[src/rtl/ps2_key_ctrl.sv]
// PS/2 scan-code decoder feeding an event FIFO of {break, extended, code}.
// Optional typematic repeat filter: define PS2_KEY_CTRL_TYPEMATIC_FILTER_EN.
module ps2_key_ctrl #(
  parameter int FIFO_DEPTH = 8
) (
  input  logic       clk,
  input  logic       reset,
  input  logic       i_enable,
  output logic       o_ps2_enable,
  input  logic [7:0] i_key,
  input  logic       i_key_valid,
  input  logic       i_error,
  input  logic       i_rd,
  input  logic       i_clear,
  output logic [9:0] o_event,
  output logic       o_empty,
  output logic       o_full,
  output logic [6:0] o_count,
  output logic       o_overflow,
  output logic [7:0] o_err_count
);

  localparam int AW = (FIFO_DEPTH > 1) ? $clog2(FIFO_DEPTH) : 1;

  typedef enum logic [2:0] {
    S_IDLE,
    S_E0,
    S_F0,
    S_E0F0,
    S_PAUSE
  } state_t;

  state_t     state, state_nxt;
  logic [2:0] skip, skip_nxt;
  logic       push_req;
  logic       pause_evt;
  logic [9:0] push_data;
  logic       wr_req;

  logic [9:0]    mem [FIFO_DEPTH];
  logic [AW-1:0] wr_ptr, rd_ptr;
  logic [6:0]    count;
  logic          do_push, do_pop;

  // ---------------- decoder FSM ----------------
  always_ff @(posedge clk) begin
    if (!reset) begin
      state <= S_IDLE;
      skip  <= '0;
    end else begin
      state <= state_nxt;
      skip  <= skip_nxt;
    end
  end

  always_comb begin
    state_nxt = state;
    skip_nxt  = skip;
    push_req  = 1'b0;
    pause_evt = 1'b0;
    push_data = '0;
    if (!i_enable || i_error) begin
      state_nxt = S_IDLE;
      skip_nxt  = '0;
    end else if (i_key_valid) begin
      unique case (state)
        S_IDLE: begin
          if (i_key == 8'hE0) begin
            state_nxt = S_E0;
          end else if (i_key == 8'hF0) begin
            state_nxt = S_F0;
          end else if (i_key == 8'hE1) begin
            state_nxt = S_PAUSE;
            skip_nxt  = 3'd7;
          end else begin
            push_req  = 1'b1;
            push_data = {2'b00, i_key};
          end
        end
        S_E0: begin
          if (i_key == 8'hF0) begin
            state_nxt = S_E0F0;
          end else begin
            push_req  = 1'b1;
            push_data = {2'b01, i_key};
            state_nxt = S_IDLE;
          end
        end
        S_F0: begin
          push_req  = 1'b1;
          push_data = {2'b10, i_key};
          state_nxt = S_IDLE;
        end
        S_E0F0: begin
          push_req  = 1'b1;
          push_data = {2'b11, i_key};
          state_nxt = S_IDLE;
        end
        S_PAUSE: begin
          // The pause sequence is reported once its seventh trailing byte arrives
          skip_nxt = skip - 3'd1;
          if (skip <= 3'd1) begin
            skip_nxt  = '0;
            push_req  = 1'b1;
            pause_evt = 1'b1;
            push_data = {2'b01, 8'h77};
            state_nxt = S_IDLE;
          end
        end
        default: begin
          state_nxt = S_IDLE;
          skip_nxt  = '0;
        end
      endcase
    end
  end

  // ---------------- typematic filter ----------------
`ifdef PS2_KEY_CTRL_TYPEMATIC_FILTER_EN
  logic [8:0] held;
  logic       held_valid;
  logic       filt_drop;
  logic       held_match;

  always_comb begin
    held_match = held_valid && (held == push_data[8:0]);
    filt_drop  = push_req && !pause_evt && !push_data[9] && held_match;
  end

  always_ff @(posedge clk) begin
    if (!reset) begin
      held       <= '0;
      held_valid <= 1'b0;
    end else if (push_req && !pause_evt) begin
      if (!push_data[9]) begin
        held       <= push_data[8:0];
        held_valid <= 1'b1;
      end else if (held_match) begin
        held_valid <= 1'b0;
      end
    end
  end

  assign wr_req = push_req && !filt_drop;
`else
  assign wr_req = push_req;
`endif

  // ---------------- event FIFO ----------------
  always_comb begin
    do_pop  = i_rd && (count != '0);
    do_push = wr_req && ((count != 7'(FIFO_DEPTH)) || do_pop);
  end

  always_ff @(posedge clk) begin
    if (do_push) begin
      mem[wr_ptr] <= push_data;
    end
  end

  always_ff @(posedge clk) begin
    if (!reset) begin
      wr_ptr <= '0;
      rd_ptr <= '0;
      count  <= '0;
    end else begin
      if (do_push) begin
        wr_ptr <= wr_ptr + AW'(1);
      end
      if (do_pop) begin
        rd_ptr <= rd_ptr + AW'(1);
      end
      unique case ({do_push, do_pop})
        2'b10:   count <= count + 7'd1;
        2'b01:   count <= count - 7'd1;
        default: count <= count;
      endcase
    end
  end

  // ---------------- status ----------------
  always_ff @(posedge clk) begin
    if (!reset) begin
      o_ps2_enable <= 1'b0;
      o_overflow   <= 1'b0;
      o_err_count  <= '0;
    end else begin
      o_ps2_enable <= i_enable;
      if (i_clear) begin
        o_overflow  <= 1'b0;
        o_err_count <= '0;
      end else begin
        if (wr_req && !do_push) begin
          o_overflow <= 1'b1;
        end
        if (i_enable && i_error && (o_err_count != 8'hFF)) begin
          o_err_count <= o_err_count + 8'd1;
        end
      end
    end
  end

  assign o_empty = (count == '0);
  assign o_full  = (count == 7'(FIFO_DEPTH));
  assign o_count = count;
  assign o_event = o_empty ? '0 : mem[rd_ptr];

endmodule

[config.mk]
export PLATFORM = sky130hd
export DESIGN_NAME = ps2_key_ctrl
export DESIGN_NICKNAME = d
export VERILOG_FILES = /design/src/rtl/ps2_key_ctrl.sv
export SDC_FILE = /design/constraint.sdc
export NUM_CORES = 1
export LEC_CHECK = 0
export ABC_AREA = 1
export BUFFER_PORTS_ARGS = -buffer_cell sky130_fd_sc_hd__buf_2
export CAP_MARGIN = 15
export CORE_ASPECT_RATIO = 0.7
export CORE_UTILIZATION = 30
export CTS_CLUSTER_SIZE = 25
export DETAILED_ROUTE_END_ITERATION = 7
export PLACE_DENSITY = 0.5
export SLEW_MARGIN = 20
export SYNTH_ARGS = -nofsm -noshare
export SYNTH_HDL_FRONTEND = slang
export SYNTH_SLANG_ARGS = --single-unit
export TNS_END_PERCENT = 10
[constraint.sdc]
create_clock -name clk -period 3.75 [get_ports clk]
set_input_delay 0.75 -clock clk [delete_from_list [all_inputs] [get_ports clk]]
set_output_delay 0.75 -clock clk [all_outputs]
set_load 0.05 [all_outputs]
[Word-level counts from Yosys, hierarchy flattened]
Memory sizes are Yosys's and may differ from the RTL's. A register that Yosys moved wholly into a read port is not among the register bits.
Index checks and enable logic that the tools add are counted.
W data, S select, Z words.
Storage, ports and cells
  register bits: 29
  bits in writable memories: 80
  output and inout port bits: 29
  logic and storage cells: 87
  memories: 1
Memories
  mem: words 8, width 10, rd ports 1, clocked after memory_dff 1, write ports 1, line 40  | logic [9:0] mem [FIFO_DEPTH];
Operators by class
  add/subtract/negate cells: 6
  $lt $le $gt $ge: 1
  eq/ne operators: 17
  multiplexer cells: 33
  bitwise logic cells: 2
  reduce and logical (&&, ||, !) cells: 19
Operators by type and width (number)
  $pmux W10 S5: 1
  $mux W10: 3
  $mux W3: 10
  $eq A8 B8 Y1 const B: 3
  $mux W8: 3
  $mux W9: 2
  $pmux W3 S3: 2
  $pmux W7 S2: 1
  $mux W1: 9
  $add A8 B1 Y8 const B: 1
  $ne A2 B2 Y1 const B: 4
  $ne A8 B8 Y1 const B: 1
  $add A7 B1 Y7 const B: 1
  $eq A7 B4 Y1 const B: 1
  $logic_not A7 Y1: 1
  $ne A7 B4 Y1 const B: 1
  $reduce_bool A7 Y1: 1
  $sub A7 B1 Y7 const B: 1
  $add A3 B1 Y3 const B: 2
  $eq A3 B2 Y1 const B: 2
  $reduce_or A2 Y1: 3
  $logic_and A1 B1 Y1: 5
  $reduce_and A5 Y1: 1
  $ne A4 B4 Y1 const B: 1
  other kinds (15): 18

[Longest topological paths before layout]
  depth after elaboration: 10
  mapped depth: 22
  gate-level depth less buffers: 22

[Worst setup path after synthesis]
No wires, ideal clock.
  kind: flip-flop to output port
  start point: reg count[1] (netlist: o_count[1])
  end point: out o_event[0]
  arrival time: 2219 ps
  data required time: 3000 ps
  path slack: 781 ps
  cell stages (with the launch flop): 8
  path buffers: 1
  cells stage by stage: dfxtp_1 > inv_1 > nand2_1 > nor3_1 > nand3_1 > buf_1 > o21ai_0 > a31oi_1
On the way
  cells in the longest elaborated chain, start to end: 2
Ends and longest elaborated chain
  start, declared: line 42  | logic [6:0] count;
  start signal, assigned: line 174  | 2'b10: count <= count + 7'd1;
  start signal, assigned: line 175  | 2'b01: count <= count - 7'd1;
  start signal, assigned: line 176  | default: count <= count;
  $logic_not A7 Y1: line 203  | assign o_empty = (count == '0);
  $mux W10: line 206  | assign o_event = o_empty ? '0 : mem[rd_ptr];
  end, declared: line 15  | output logic [9:0] o_event,
Every way passes these cells.

[Worst setup path after layout]
  start point: reg skip[1]
  end point: reg count[6] (netlist: o_count[6])
On the way
  cells in the longest elaborated chain, start to end: 8
  elaborated cells between the ends (all ways): 10
  classes of those cells: order compare: 1; eq/ne: 2; mux: 5; reduce/logical: 2
Ends and longest elaborated chain
  start, declared: line 34  | logic [2:0] skip, skip_nxt;
  start signal, assigned: line 52  | skip <= skip_nxt;
  $le A3 B1 Y1 (*): line 102  | if (skip <= 3'd1) begin
  $mux W1 (*): line 102
  $pmux W1 S4 (*): line 66  | unique case (state)
  $mux W1 (*): line 65  | end else if (i_key_valid) begin
  $mux W1 (*): line 62  | if (!i_enable || i_error) begin
  $logic_and A1 B1 Y1 (*): line 152  | do_push = wr_req && ((count != 7'(FIFO_DEPTH)) || do_pop);
  $eq A2 B1 Y1 or $eq A2 B2 Y1 (tied branches): line 173  | unique case ({do_push, do_pop})
  $pmux W7 S2 or $reduce_bool A2 Y1 (tied branches)
Every way passes the cells marked *; elsewhere a longest branch is shown, timed or not.
A chain may end at the register's enable or synchronous reset.

==> results.json <==
{
  "final_util": 0.356,
  "num_io_pins": 44,
  "syn_area_per_cell_um2": 9.83,
  "dr.pass1.iters": 5,
  "ys_types": 35,
  "fmaxAchievable_mhz": 340,
  "cp_max_fo": 5,
  "cp-start-kind": "flip-flop",
  "clock_skew_ns": 0.00692,
  "top_usage_layer": "met2",
  "drv_cap": 0,
  "p_seq_frac": 0.377,
  "cts-root-buf": "clkbuf_16",
  "endpoint_kind": "flip-flop",
  "hpwlAfterDp_um": 8200,
  "slew_viol_final": 0,
  "leakage_uw": 0.00219,
  "final_area_mm2": 0.00582,
  "relSlewSlack": 0.446,
  "outcome": "completed",
  "p_clk_frac": 0.232,
  "start_util": 0.308,
  "clock_latency_ns": 0.34,
  "gr-usage-met3": 0.0267,
  "grt_max_degree": 41,
  "clkTransAtPathRegs_ns": 0.07,
  "grtUsageMet1": 0.217,
  "via_per_inst": 4.78,
  "ys_warn_count": 0,
  "via_count": 3778,
  "core-area_mm2": 0.0163,
  "fin_tns_setup_ns": 0,
  "power_uw": 3810,
  "drive_gt1_frac": 0.164,
  "finalSetupViolCount": 0,
  "finalCriticalPeriod_ns": 2.94,
  "cts_hold_buf": 0,
  "grt_overflow": 0,
  "synth_cells": 513,
  "diodes": 0,
  "area_delta_synth_final_pct": 15.4,
  "syn-num-nets": 539,
  "synth_seq_cells": 112,
  "ys_seq_area_frac": 0.604,
  "htree_levels": 3,
  "ant_nets": 0,
  "synth-main-ff-cell": "edfxtp_1",
  "critPathKind": "flip-flop to flip-flop",
  "layout.nets": 588,
  "required_ns": 3.99,
  "arrival_ns": 3.18,
  "postCtsSetupBuffers": 0,
  "holdCritPathClass": "flip-flop to flip-flop",
  "synth_area_mm2": 0.00504,
  "use_met2": 0.237,
  "grt_pass1_wl_um": 19900,
  "io_buffers": 43,
  "initialDrtViolationCount": 298,
  "cts_inserted_buffers": 9,
  "die_h_um": 110,
  "switchingPower_uw": 1590,
  "hold_violations": 0,
  "wl_um": 12300,
  "die-area_mm2": 0.0173,
  "grt_use_total": 0.152,
  "cts.path.max_buffers": 2,
  "grt_antenna_before_repair": 0,
  "rsz0062_at_grt": "no",
  "synth_edf_count": 80,
  "p_sw_frac": 0.418,
  "finalCritPeriodShare": 0.784,
  "placed_area_mm2": 0.00555,
  "drc": 0,
  "finalWeightedCongestion": 0.820,
  "rows": 39,
  "ir_worst_vdd_mv": 0.259,
  "die_w_um": 157,
  "worst_pin_slew_ns": 0.825,
  "cts_tree": "done",
  "cts.repair.resized": 0,
  "p_per_area_mw_per_mm2": 655,
  "comb_power_share": 0.391,
  "clock-sinks": 112,
  "intPower_uw": 2220,
  "avgRoutedWirePerCell_um": 15.5,
  "grt_pass1_vias": 3695,
  "async_reset_ff_frac": 0
}
## placed cells by master (no fill, tap or decap), types with 2 or more instances in the layout
cell,n
xor2_1,2
edfxtp_1,80
nand2_4,3
a21oi_1,35
nand2_2,4
nor2_4,3
nand3_1,10
ha_1,10
inv_1,49
nor2_1,88
buf_2,43
inv_2,4
nor3_1,7
inv_6,2
o21ai_1,4
nor2_2,3
clkinv_2,2
nand2_1,46
xnor2_1,2
clkbuf_16,9
dfxtp_1,32
nand4_1,4
buf_4,13
o21ai_0,74
o22ai_1,10
nand3_2,2
a31oi_1,15
## final cells by class
class                   instances  area [um2]
repair buffers                 56         313
flip-flops and latches        112        3040
inverters                      53         199
fillers                      1666       10500
clock buffers                   9         225
clock inverters                 6        43.8
well taps                     225         282
multi-input cells             330        1710
## power groups by stage
stage / sequential, uW / clock [uW] / combinational (uW)
global route: 1450 / 956 / 1640
finish: 1430 / 883 / 1490
floorplan: 1560 / 0 / 1020
global placement: 1460 / 0 / 1490
CTS: 1440 / 906 / 1510
detailed placement: 1460 / 0 / 1500
## layer usage
layer  up-vias  share of wire
met3         9          0.035
met1      1826           0.50
li1       1879              -
met5         -              0
met2        64           0.46
met4         0          0.010
## metrics by stage
stage / instances / hold WS, ns / setup slack [ns]
2_1_floorplan: 513 / 0.433 / 0.781
3_3_place_gp: 776 / 0.451 / 0.609
3_5_place_dp: 776 / 0.453 / 0.507
4_1_cts: 791 / 0.463 / 0.810
5_1_grt: 791 / 0.494 / 0.544
6_report: 791 / 0.459 / 0.809
## flip-flops by register name, summed over array words and instances (netlist names), named ones only
| signal | count |
|---|---|
| o_ps2_enable | 1 |
| state | 3 |
| o_overflow | 1 |
| wr_ptr | 3 |
| o_err_count | 8 |
| rd_ptr | 3 |
| o_count | 7 |
| skip | 3 |
| mem | 80 |
## Yosys cell counts (2+ instances only)
cell type,number,area share
o21ai_1,4,0.0040
nor2_4,3,0.0067
nand2_1,46,0.034
nand2_2,4,0.0050
o21ai_0,74,0.073
nor2_1,88,0.066
nor3_1,7,0.0069
a21oi_1,35,0.035
ha_1,10,0.025
o22ai_1,10,0.012
nand2_4,3,0.0067
xnor2_1,2,0.0035
dfxtp_1,32,0.13
a31oi_1,15,0.019
nand3_1,10,0.0099
inv_1,49,0.036
nand4_1,4,0.0050
edfxtp_1,80,0.48
clkbuf_1,14,0.010
xor2_1,2,0.0035
inv_2,4,0.0030
nand3_2,2,0.0040
nor2_2,3,0.0037
## path summary, 6_finish.rpt
| check | start | to | slack, ns | depth (start not counted) |
|---|---|---|---|---|
| worst max-delay path | skip[1] | o_count[6] | 0.81 | 22 |
| worst min-delay path | rd_ptr[2] | rd_ptr[2] | 0.46 | 2 |
| worst max register to register | skip[1] | o_count[6] | 0.81 | 22 |
| worst min register to register | rd_ptr[2] | rd_ptr[2] | 0.46 | 2 |
## logic make-up after synthesis
logic type	share of synthesized area
compound gates	0.151
simple gates	0.153
buf+inv	0.0568
flops	0.604
xor+xnor	0.00695
fa+ha+maj	0.0288
## critical path, cell delays in order, from the launching register on
cell,delay (ns)
dfxtp_1,0.36
inv_1,0.07
ha_1,0.17
o21bai_1,0.15
nand2_1,0.17
nor2_4,0.06
nor2_1,0.12
nand3_2,0.14
nand2_4,0.12
nand2_4,0.08
inv_1,0.16
ha_1,0.30
a21oi_1,0.16
o21ai_0,0.14
nand2_1,0.09
nand2_1,0.05
a21o_1,0.16
inv_1,0.05
nand2_1,0.08
nand3_1,0.09
nand2_1,0.05
inv_1,0.06
nor2_2,0.03
Power figures use the tool's default switching activity.
